[src/rtl/regfile_xfer_ctrl.sv]
// Block-transfer (LDM/STM) sequencer: walks a 16-bit register list in ascending order,
// issuing one memory word transfer per set bit and writing loaded words back to the register file.
module regfile_xfer_ctrl (
    input  logic        clk,
    input  logic        Rst,
    input  logic        Start,
    input  logic        Load,
    input  logic [15:0] Reg_List,
    input  logic [31:0] Base_Addr,
    output logic        Busy,
    output logic        Done,
    output logic [4:0]  Xfer_Cnt,
    output logic        Mem_Req,
    output logic        Mem_Wr,
    output logic [31:0] Mem_Addr,
    output logic [31:0] Mem_WData,
    input  logic        Mem_Ack,
    input  logic [31:0] Mem_RData,
    output logic [3:0]  R_Addr_C,
    input  logic [31:0] R_Data_C,
    output logic [3:0]  W_Addr,
    output logic [31:0] W_Data,
    output logic        Write_Reg
);

    localparam logic [1:0] S_IDLE = 2'd0;
    localparam logic [1:0] S_REQ  = 2'd1;
    localparam logic [1:0] S_WB   = 2'd2;
    localparam logic [1:0] S_DONE = 2'd3;

    logic [1:0]  state_q, state_d;
    logic        load_q, load_d;
    logic [15:0] list_q, list_d;
    logic [31:0] base_q, base_d;
    logic [4:0]  k_q, k_d;
    logic [31:0] data_q, data_d;
    logic [4:0]  cnt_q, cnt_d;

    logic [3:0]  cur_reg;
    logic [15:0] list_rest;

    function automatic logic [3:0] lowest_set(input logic [15:0] v);
        logic [3:0] idx;
        idx = 4'd0;
        for (int i = 15; i >= 0; i--) begin
            if (v[i]) idx = i[3:0];
        end
        return idx;
    endfunction

    assign cur_reg   = lowest_set(list_q);
    // Clearing the lowest set bit leaves the registers still to be transferred.
    assign list_rest = list_q & (list_q - 16'd1);

    always_comb begin
        state_d = state_q;
        load_d  = load_q;
        list_d  = list_q;
        base_d  = base_q;
        k_d     = k_q;
        data_d  = data_q;
        cnt_d   = cnt_q;
        case (state_q)
            S_IDLE: begin
                if (Start) begin
                    cnt_d = 5'd0;
                    if (Reg_List != 16'd0) begin
                        load_d  = Load;
                        list_d  = Reg_List;
                        base_d  = Base_Addr;
                        k_d     = 5'd0;
                        state_d = S_REQ;
                    end else begin
                        state_d = S_DONE;
                    end
                end
            end
            S_REQ: begin
                if (Mem_Ack) begin
                    if (load_q) begin
                        data_d  = Mem_RData;
                        state_d = S_WB;
                    end else begin
                        list_d  = list_rest;
                        k_d     = k_q + 5'd1;
                        cnt_d   = cnt_q + 5'd1;
                        state_d = (list_rest != 16'd0) ? S_REQ : S_DONE;
                    end
                end
            end
            S_WB: begin
                list_d  = list_rest;
                k_d     = k_q + 5'd1;
                cnt_d   = cnt_q + 5'd1;
                state_d = (list_rest != 16'd0) ? S_REQ : S_DONE;
            end
            S_DONE: begin
                state_d = S_IDLE;
            end
            default: begin
                state_d = S_IDLE;
            end
        endcase
    end

    always_ff @(posedge clk or negedge Rst) begin
        if (!Rst) begin
            state_q <= S_IDLE;
            load_q  <= 1'b0;
            list_q  <= 16'd0;
            base_q  <= 32'd0;
            k_q     <= 5'd0;
            data_q  <= 32'd0;
            cnt_q   <= 5'd0;
        end else begin
            state_q <= state_d;
            load_q  <= load_d;
            list_q  <= list_d;
            base_q  <= base_d;
            k_q     <= k_d;
            data_q  <= data_d;
            cnt_q   <= cnt_d;
        end
    end

    assign Busy      = (state_q != S_IDLE);
    assign Done      = (state_q == S_DONE);
    assign Xfer_Cnt  = cnt_q;
    assign Mem_Req   = (state_q == S_REQ);
    assign Mem_Wr    = (state_q == S_REQ) & ~load_q;
    // Word offset wraps naturally at 2^32.
    assign Mem_Addr  = base_q + {25'd0, k_q, 2'b00};
    assign Mem_WData = R_Data_C;
    assign R_Addr_C  = cur_reg;
    assign W_Addr    = cur_reg;
    assign W_Data    = data_q;
    assign Write_Reg = (state_q == S_WB);

endmodule

[config.mk]
export PLATFORM = sky130hd
export DESIGN_NAME = regfile_xfer_ctrl
export DESIGN_NICKNAME = d
export VERILOG_FILES = /design/src/rtl/regfile_xfer_ctrl.sv
export SDC_FILE = /design/constraint.sdc
export NUM_CORES = 1
export LEC_CHECK = 0
export CORE_MARGIN = 2
export CORE_UTILIZATION = 35
export CTS_CLUSTER_SIZE = 40
export DETAILED_ROUTE_END_ITERATION = 6
export PLACE_DENSITY = 0.73
export SLEW_MARGIN = 5
export SYNTH_ARGS = -nofsm -noshare
export SYNTH_HDL_FRONTEND = slang
export SYNTH_SLANG_ARGS = --single-unit
[constraint.sdc]
create_clock -name clk -period 2.5 [get_ports clk]
set_input_delay 0.5 -clock clk [delete_from_list [all_inputs] [get_ports clk]]
set_output_delay 0.5 -clock clk [all_outputs]
set_load 0.01 [all_outputs]
==> results of run 1 <==
Yosys cell counts (3+ instances only):
library cell  number
clkbuf_1          15
o31ai_1            6
nor2_1            21
or3_1              3
a21oi_1           11
mux2_2            56
a21o_1             6
o21ai_0           17
buf_4             38
and4_1             3
nand2b_1           4
o21ai_1            3
xnor2_1           20
and3_1             3
mux2_1             4
nand2_1           55
inv_1             16
nand4_1            5
dfrtp_1           93
a22o_1            19
xor2_1             8
nand3_1           12
ha_1              12
o21a_1             3
nor2b_1            6
nor3_1            12
nor4_1             7
cell families after synthesis:
family,count (synthesis),synth area share [%]
fa+ha+maj,15,3.72
mux,61,13.3
simple gates,140,13.6
xor+xnor,28,4.76
compound gates,80,11.1
buf+inv,74,8.36
flops,93,45.2
routing by layer:
metal  share of wire (%)  vias to the layer above  wire length (µm)  global-route usage [%]
li1                    -                     2081                 -                       -
met1                  41                     2178              5750                    21.4
met2                  50                      183              7020                    30.6
met3                 7.1                       29               990                    5.09
met4                 1.8                        0               258                    4.84
met5                   0                        -                 0                       0
area by class of cell:
cell class                 instances  share of cell area [%]
inverter                          16                   0.772
tap                              184                    2.96
clock inverter                     6                    1.43
clock buffer                      10                    2.94
sequential                        93                    30.0
timing repair buffer             242                    27.4
multi-input combinational        324                    34.5
worst max-delay path, delay by kind of cell (launching register included):
family / cells / cell delay (ns)
fa+ha+maj: 2 / 0.52
compound gates: 3 / 0.47
flops: 1 / 0.36
buf+inv: 3 / 0.33
simple gates: 2 / 0.26
xor+xnor: 1 / 0.17
sequential cells by signal, indices dropped and copies added (netlist names):
signal    cells
k_q           5
Xfer_Cnt      5
load_q        1
list_q       16
base_q       32
W_Data       32
state_q       2
power by group:
part	total (mW)	internal, mW	switching [mW]
combinational	5.65	3.06	2.59
clock	1.55	0.977	0.573
sequential	2.91	2.26	0.657
worst paths after layout:
check,end,slack (ns),startpoint,cells past startpoint
max in group asynchronous,W_Data[8],1.69,Rst,2
max reg2reg,state_q[1],0.20,list_q[0],6
min reg2reg,base_q[0],0.49,base_q[0],1
max,Mem_Addr[28],-0.46,k_q[0],11
min,Xfer_Cnt[1],0.13,Rst,1
min in group clk,base_q[0],0.49,base_q[0],1
timing repair:
item / CTS / global route
pin swaps: 27 / 26
gates resized for setup: 152 / 31
endpoints found under the setup margin: 37 / 45
hold buffers: 0 / 0
buffers inserted: 11 / 6
==> impl_results.md, run 1 <==
* Filler Cells Inserted at around 1.3k
* CP required at 2.00 ns
* Post-synthesis net count at 621
* DP Wirelength at around 10 mm
* Worst Path Arrival at 2.46 ns
* DR vias at 4471
* Share of cells above drive strength 1 at between 30% and 40%
* Pleak at 3.53 nW
* Average size of a mapped cell at ~10 µm²
* Worst hold margin at 0.130 ns
* Commonest non-fill, non-tap cell in the layout: clkdlybuf4s50_1
* Power Total at a little over 10 mW
* Setup WS pre-CTS at -0.510 ns
* Core box area at 14500 µm²
* First-pass GRT wire length at 22.8 mm
* Multi-input gate area at ~2700 µm²
* Total GRT Usage at 17.6%
* Mapped Cells at 491
* DRC at 0
* Final ANT Viol Nets at 0
* FFs w/ async S/R, synth at 100%
* Peak supply drop at 0.690 mV
* Post-DP Area at ~7200 µm²
* # setup viols final at 26
* Final Hold Fails at 0
* Number of synthesized flops with an enable pin at 0
* Netlist cell types at 55
* Initial antenna violation count at 0
* Non-filler cells, final at 875
* Register area share after synthesis at between 40 and 50%
* GP Congestion at 0.838
* Global route overflow at 0
* Crit end category: primary output
* Fin nets at about 820
* CTS clock-pin slew for the worst setup and hold paths at ~0.070 ns
* FF/Latch Area at 2330 µm²
* Skew final at 0.00648 ns
* Final worst setup slack at -0.463 ns
* Total Wirelength at ~14 mm
* Period minus WS final at between 2 and 3 ns
* CP Cell Sequence: ha_2 -> inv_2 -> fa_2 -> nor2b_1 -> o21a_1 -> o21ai_4 -> a211oi_4 -> buf_6 -> nand4_1 -> xnor2_2 -> buf_2
* Mapped Area at 5150 µm²
* Unrepaired setup endpoints after global routing: yes
* Die Ht at roughly 130 µm
* Failing checks: setup timing
* Area growth from synthesis to layout at 51.0%
* Worst-case clock buffer depth at 2
* Sum Neg Setup Slack at -7.52 ns
* Ant. Diodes at 0
* Design area at 7780 µm²
* DR pass1 iterations at 6
* Worst-Margin Slew at 0.632 ns
* Die area at 15700 µm²
* Slew HR at 57.8%
* PD cells at 1300 nW/µm²
* Routed vias/inst at about 5.1
* Worst skew pair latency at 0.34 ns
* Ys flop type: dfrtp_1
* CP max-delay cell: dfrtp_1
* Fin util at 53.7%
* Wire per inst at approximately 16 µm
* Worst Hold Class: in2async
* Top Ports at ~230
* H-tree depth at 3
* Syn. warnings at 0
* Sink Count at 93
* Most frequent cells in the layout: clkdlybuf4s50_1, dfrtp_1, buf_4
* CTS buffer count at 9
* Max frequency at 338 MHz
* Worst setup path class: reg2out
* CP max stage delay at 0.36 ns
* Final period util at 119%
* Share of the synthesized area in the top cell type at 45.2%
* Worst-path maximum fanout at 6
* Vias in the first global route at 4642
* Critical Path Source Type: register
* Inst Count DP at about 840
* Die X-Extent at roughly 130 µm
* Synth top area cells: dfrtp_1, mux2_2, buf_4
* Initial Util at between 30% and 40%
* # port buffers at approximately 170
* Largest net degree at the start of global routing at 58
* Initial DRC count at around 150
* Most area-hungry cell type in the Yosys netlist: dfrtp_1
* Status: complete, but fails checks
* Final max-slew violation count at 0
* Yosys reg bits at 93
* Std-Cell Rows at between 40 and 50
* Maxcap violations at 0
* Root buffer cell: clkbuf_16
* CTS tree: built
Power figures use the tool's default switching activity.
==> inputs of run 2 (changes only) <==
--- a/config.mk
+++ b/config.mk
@@ -5,10 +5,11 @@
 export SDC_FILE = /design/constraint.sdc
 export NUM_CORES = 1
 export LEC_CHECK = 0
-export CORE_MARGIN = 2
+export CORE_MARGIN = 3
 export CORE_UTILIZATION = 35
 export CTS_CLUSTER_SIZE = 40
 export DETAILED_ROUTE_END_ITERATION = 6
+export MAX_ROUTING_LAYER = met4
 export PLACE_DENSITY = 0.73
 export SLEW_MARGIN = 5
 export SYNTH_ARGS = -nofsm -noshare
==> run 2 against run 1 <==
  * The flow still finishes with violations (setup timing)
  * Fmax is 0.94% lower
  * Wire length decreased by 1.3%
  * Final area decreased by 1.6%
  * Clock-buffer cell count is the same
  * Final cell count shrank 0.91%
  * First-iteration DRC count up 39%
  * Sequential share of layout area up 0.52 points
  * Global-route usage decreased by 0.12 points
  * Register-to-register slack worse by 0.04 ns
  * Die area increased by 3.2%
  * Critical path type unchanged
  * Highest routed layer unchanged
==> impl_results.md, run 2 (synthesis gave the netlist of run 1 again) <==
* CP required at 2.00 ns
* Top Ports at 231
* Ant. Diodes at 0
* Worst-path maximum fanout at 6
* Vias in the first global route at 4510
* Failing checks: setup timing
* Total GRT Usage at between 10% and 20%
* Peak supply drop at 0.705 mV
* Hold-fix buffers at CTS at 0
* Initial DRC count at 205
* Most frequent cells in the layout: clkdlybuf4s50_1, dfrtp_1, buf_4
* Crit end category: primary output
* First-pass GRT wire length at 22.3 mm
* Die X-Extent at 127 µm
* Maxcap violations at 0
* DP Wirelength at 10.1 mm
* Worst hold margin at 0.133 ns
* Slew HR at approximately 54%
* Final period util at 120%
* CTS buffer count at 9
* Final Hold Fails at 0
* Global route overflow at 0
* # setup viols final at 26
* Initial antenna violation count at 0
* Worst-case clock buffer depth at 2
* Final ANT Viol Nets at 0
* Pleak at 3.41 nW
* DRC at 0
* Worst skew pair latency at 0.34 ns
* Initial Util at 36.4%
* Die Ht at 127 µm
* Worst setup path class: reg2out
* Worst-Margin Slew at between 0.6 and 0.7 ns
* R2R Setup Slk at 0.16 ns
* Worst Path Arrival at 2.49 ns
* Filler Cells Inserted at 1237
* Std-Cell Rows at 43
* Commonest non-fill, non-tap cell in the layout: clkdlybuf4s50_1
* Share of cells above drive strength 1 at 32.3%
* Sum Neg Setup Slack at -7.81 ns
* DR vias at 4383
* Root buffer cell: clkbuf_16
* Largest net degree at the start of global routing at 57
* Period minus WS final at 2.99 ns
* Reg-to-reg endpoint: state_q[1]
* Worst Hold Class: in2async
* Max frequency at about 330 MHz
* Core box area at 14100 µm²
* R2R depth at 7
* GP Congestion at around 0.90
* # port buffers at 166
* DR pass1 iterations at 4
* Final worst setup slack at -0.491 ns
* Sink Count at 93
* R2r startpoint: list_q[3]
* Area growth from synthesis to layout at 48.6%
* CTS tree: built
* CTS clock-pin slew for the worst setup and hold paths at 0.07 ns
* Fin nets at slightly above 800
* Skew final at 0.00546 ns
* H-tree depth at 3
* Wire per inst at 16.0 µm
* Routed vias/inst at 5.06
* Unrepaired setup endpoints after global routing: yes
* Total Wirelength at 13.8 mm
* Die area at 16200 µm²
* Final max-slew violation count at 0
* Status: complete, but fails checks
* Critical Path Source Type: register
* PD cells at around 1300 nW/µm²
## run 2: cell count changes in the layout (fill, tap and decap cells not counted), moves of 2 or more
cell	change
xnor2_2	-6
nand2_1	+2
buf_4	-2
nor2_4	-2
nor2_2	+3
dfrtp_1	-2
xnor2_1	+6
nand2_4	-2
dfrtp_2	+2
## run 2: cell type report
| cell class | count | area [µm²] | area share, % |
|---|---|---|---|
| Sequential cell | 93 | 2330 | 30.5 |
| Timing Repair Buffer | 239 | 2100 | 27.4 |
| Clock buffer | 10 | 229 | 2.99 |
| Multi-Input combinational cell | 324 | 2610 | 34.1 |
| Clock inverter | 5 | 100 | 1.31 |
| Tap cell | 180 | 225 | 2.94 |
| Inverter | 16 | 60.1 | 0.785 |
## run 2: what timing repair did
action                     4_1_cts  5_1_grt
pin swaps                       25       11
gates resized for setup        156       18
setup endpoints to repair       52       34
gates cloned                     0        0
setup buffers                   13        2
## run 2: how the worst max path moves through the flow
| stage | from | end | slack, ns | cells after the start |
|---|---|---|---|---|
| after floorplan | k_q[0] | Mem_Addr[28] | 0.02 | 9 |
| after global placement | k_q[0] | Mem_Addr[28] | -0.45 | 11 |
| after detailed placement | k_q[0] | Mem_Addr[16] | -0.54 | 11 |
| after CTS | k_q[0] | Mem_Addr[28] | -0.50 | 11 |
| after global routing | k_q[0] | Mem_Addr[16] | -0.66 | 11 |
| final | k_q[0] | Mem_Addr[20] | -0.49 | 12 |
## run 2: power by group
| part | internal, mW | switching [mW] | total [mW] |
|---|---|---|---|
| registers | 2.26 | 0.630 | 2.89 |
| logic | 3.04 | 2.61 | 5.65 |
| clock network | 0.969 | 0.567 | 1.54 |
## run 2: critical path: stages, from the launching register on
cell and delay [ns]:
dfrtp_1 0.35, ha_2 0.19, inv_2 0.04, fa_2 0.33, nor2b_1 0.13, o21a_1 0.18, o21ai_2 0.09, a211oi_4 0.22
buf_6 0.16, buf_4 0.11, buf_6 0.08, xnor2_1 0.10, buf_2 0.15
## run 2: stage by stage
stage	area [µm²]	power (mW)	instances	setup WS, ns	utilization (%)
after global routing	7650	10.8	867	-0.662	54.1
final	7650	10.1	867	-0.491	54.1
after global placement	7170	8.46	839	-0.452	50.7
after floorplan	5180	5.88	491	0.0201	-
after CTS	7600	10.1	865	-0.496	53.7
after detailed placement	7170	8.65	839	-0.542	50.7
## run 2: layer usage
metal,track usage (%),vias up,routed length [µm]
met1,22.1,2108,6170
li1,-,2072,-
met5,-,-,0
met4,3.53,0,169
met2,28.0,169,6500
met3,5.23,34,1000
==> inputs of run 3 (changes only) <==
--- a/config.mk
+++ b/config.mk
@@ -9,8 +9,9 @@
 export CORE_UTILIZATION = 35
 export CTS_CLUSTER_SIZE = 40
 export DETAILED_ROUTE_END_ITERATION = 6
+export DONT_BUFFER_PORTS = 1
 export MAX_ROUTING_LAYER = met4
-export PLACE_DENSITY = 0.73
+export PLACE_DENSITY = 0.52
 export SLEW_MARGIN = 5
 export SYNTH_ARGS = -nofsm -noshare
 export SYNTH_HDL_FRONTEND = slang
==> constraint.sdc (replaced) <==
create_clock -name clk -period 2.55 [get_ports clk]
set_input_delay 0.51 -clock clk [delete_from_list [all_inputs] [get_ports clk]]
set_output_delay 0.51 -clock clk [all_outputs]
set_load 0.01 [all_outputs]
==> run 3 against run 2 <==
  * The run ends with hold timing, setup timing left
  * Register-to-register slack better by 0.10 ns
  * Worst setup slack better by 0.17 ns
  * Combinational power is 33% lower
  * Flip-flop and latch count stayed put
  * Power is 18% lower
  * Final area is 22% lower
  * Via count is 17% lower
  * First-iteration DRC count is 38% lower
  * Utilization is 12 points lower
  * Wire length is 13% lower
  * Sequential power is 9.3% higher
  * Global-route usage is 2.7 points lower
  * Critical path type unchanged
==> impl_results.md, run 3 (synthesis gave the netlist of run 1 again) <==
* DR vias at around 3.6k
* Slew HR at 53.9%
* Peak supply drop at 0.563 mV
* Largest net degree at the start of global routing at 94
* Worst setup path class: reg2out
* Sum Neg Setup Slack at -5.11 ns
* Unrepaired setup endpoints after global routing: yes
* DP Wirelength at 8.45 mm
* Non-filler cells, final at approximately 660
* R2R depth at 6
* CP startpoint: k_q[0]
* GP Congestion at roughly 0.86
* # setup viols final at 25
* Global route overflow at 0
* Filler Cells Inserted at 1346
* Inst Count DP at 635
* Root buffer cell: clkbuf_16
* Sink Count at 93
* Final period util at 112%
* Period minus WS final at 2.87 ns
* Worst Path Arrival at 2.36 ns
* Initial Util at 36.4%
* Die Ht at 127 µm
* Worst Hold Class: in2async
* Crit end category: primary output
* Worst-case clock buffer depth at 2
* Final max-slew violation count at 0
* Critical Path Source Type: register
* Area growth from synthesis to layout at 15.9%
* CP required at 2.04 ns
* Final worst setup slack at -0.317 ns
* Std-Cell Rows at between 40 and 50
* Failing checks: hold timing, setup timing
* First-pass GRT wire length at between 15 and 20 mm
* Final ANT Viol Nets at 0
* Status: complete, but fails checks
* Setup WS pre-CTS at -0.111 ns
* Fin nets at 609
* Core box area at 14100 µm²
* Pleak at 2.62 nW
* Skew final at roughly 0.0082 ns
* Die X-Extent at 127 µm
* Top Ports at between 200 and 250
* Total Wirelength at 12.0 mm
* Vias in the first global route at between 3k and 4k
* CTS buffer count at 9
* Total GRT Usage at between 10% and 20%
* Share of cells above drive strength 1 at 33.5%
* Worst skew pair latency at 0.35 ns
* PD cells at 1380 nW/µm²
* Die area at around 16000 µm²
* Worst hold margin at -0.145 ns
* H-tree depth at 3
* DR pass1 iterations at 4
* Maxcap violations at 0
* Initial DRC count at 128
* DRC at 0
* Worst-path maximum fanout at 3
* CTS clock-pin slew for the worst setup and hold paths at 0.06 ns
* Most frequent cells in the layout: dfrtp_1, mux2_2, nand2_1
* Routed vias/inst at 5.46
* Final Hold Fails at 93
* Initial antenna violation count at 0
* Commonest non-fill, non-tap cell in the layout: dfrtp_1
* CTS tree: built
* R2r startpoint: list_q[0]
* # port buffers at 0
* Worst-Margin Slew at a little under 0.7 ns
* R2R Setup Slk at between 0.2 and 0.3 ns
* Wire per inst at 18.0 µm
* Ant. Diodes at 0
* Max frequency at 349 MHz
==> run 3: layout make-up <==
class	count	area, µm²	share of cell area, %
multi-input cells	324	2760	46.2
flip-flops and latches	93	2330	39.0
well taps	180	225	3.77
clock buffers	14	284	4.76
clock inverters	2	13.8	0.231
inverters	16	60.1	1.01
repair buffers	35	302	5.05
==> run 3: path summary, 6_finish.rpt <==
path / endpoint
worst max register to register: state_q[1]
max in group asynchronous: list_q[15]
worst max-delay path: Mem_Addr[10]
worst min register to register: base_q[4]
min in group clk: list_q[12]
worst min-delay path: base_q[11]
==> run 3: what timing repair did <==
action | in CTS | in global routing
gates cloned | 1 | 0
resized for setup | 39 | 33
setup buffers | 7 | 6
pin swaps | 16 | 18
hold endpoints to repair | 93 | 93
setup endpoints to repair | 25 | 45
==> run 3: per-layer routing <==
metal | share of wire (%) | global-route usage [%]
met1 | 40 | 17.1
met2 | 49 | 24.1
met3 | 8.8 | 5.02
met4 | 1.4 | 4.73
met5 | 0 | -
==> run 3: stage by stage <==
step                      utilization, %  total power [mW]  instance area (µm²)
final                               42.2              8.26                 5970
after global routing                42.2              8.89                 5970
after detailed placement            36.7              6.54                 5190
after global placement              36.7              6.46                 5190
after CTS                           40.7              8.18                 5760
after floorplan                        -              5.74                 5160
==> run 3: power breakdown <==
group          internal [mW]  switching (mW)  total [mW]  leakage [nW]
clock                  0.770           0.560        1.33         0.149
combinational           1.84            1.92        3.76          1.35
sequential              2.21           0.950        3.16          1.12
total                   4.83            3.43        8.26          2.62
==> run 3: worst max-delay path, cell delays in order (launching register included) <==
cell     delay, ns
dfrtp_1       0.36
ha_2          0.19
inv_2         0.04
fa_2          0.33
nor2b_1       0.12
o21a_1        0.15
o21ai_2       0.07
buf_4         0.15
buf_6         0.11
nand2_4       0.07
nand4_1       0.11
xnor2_1       0.16
buf_4         0.14
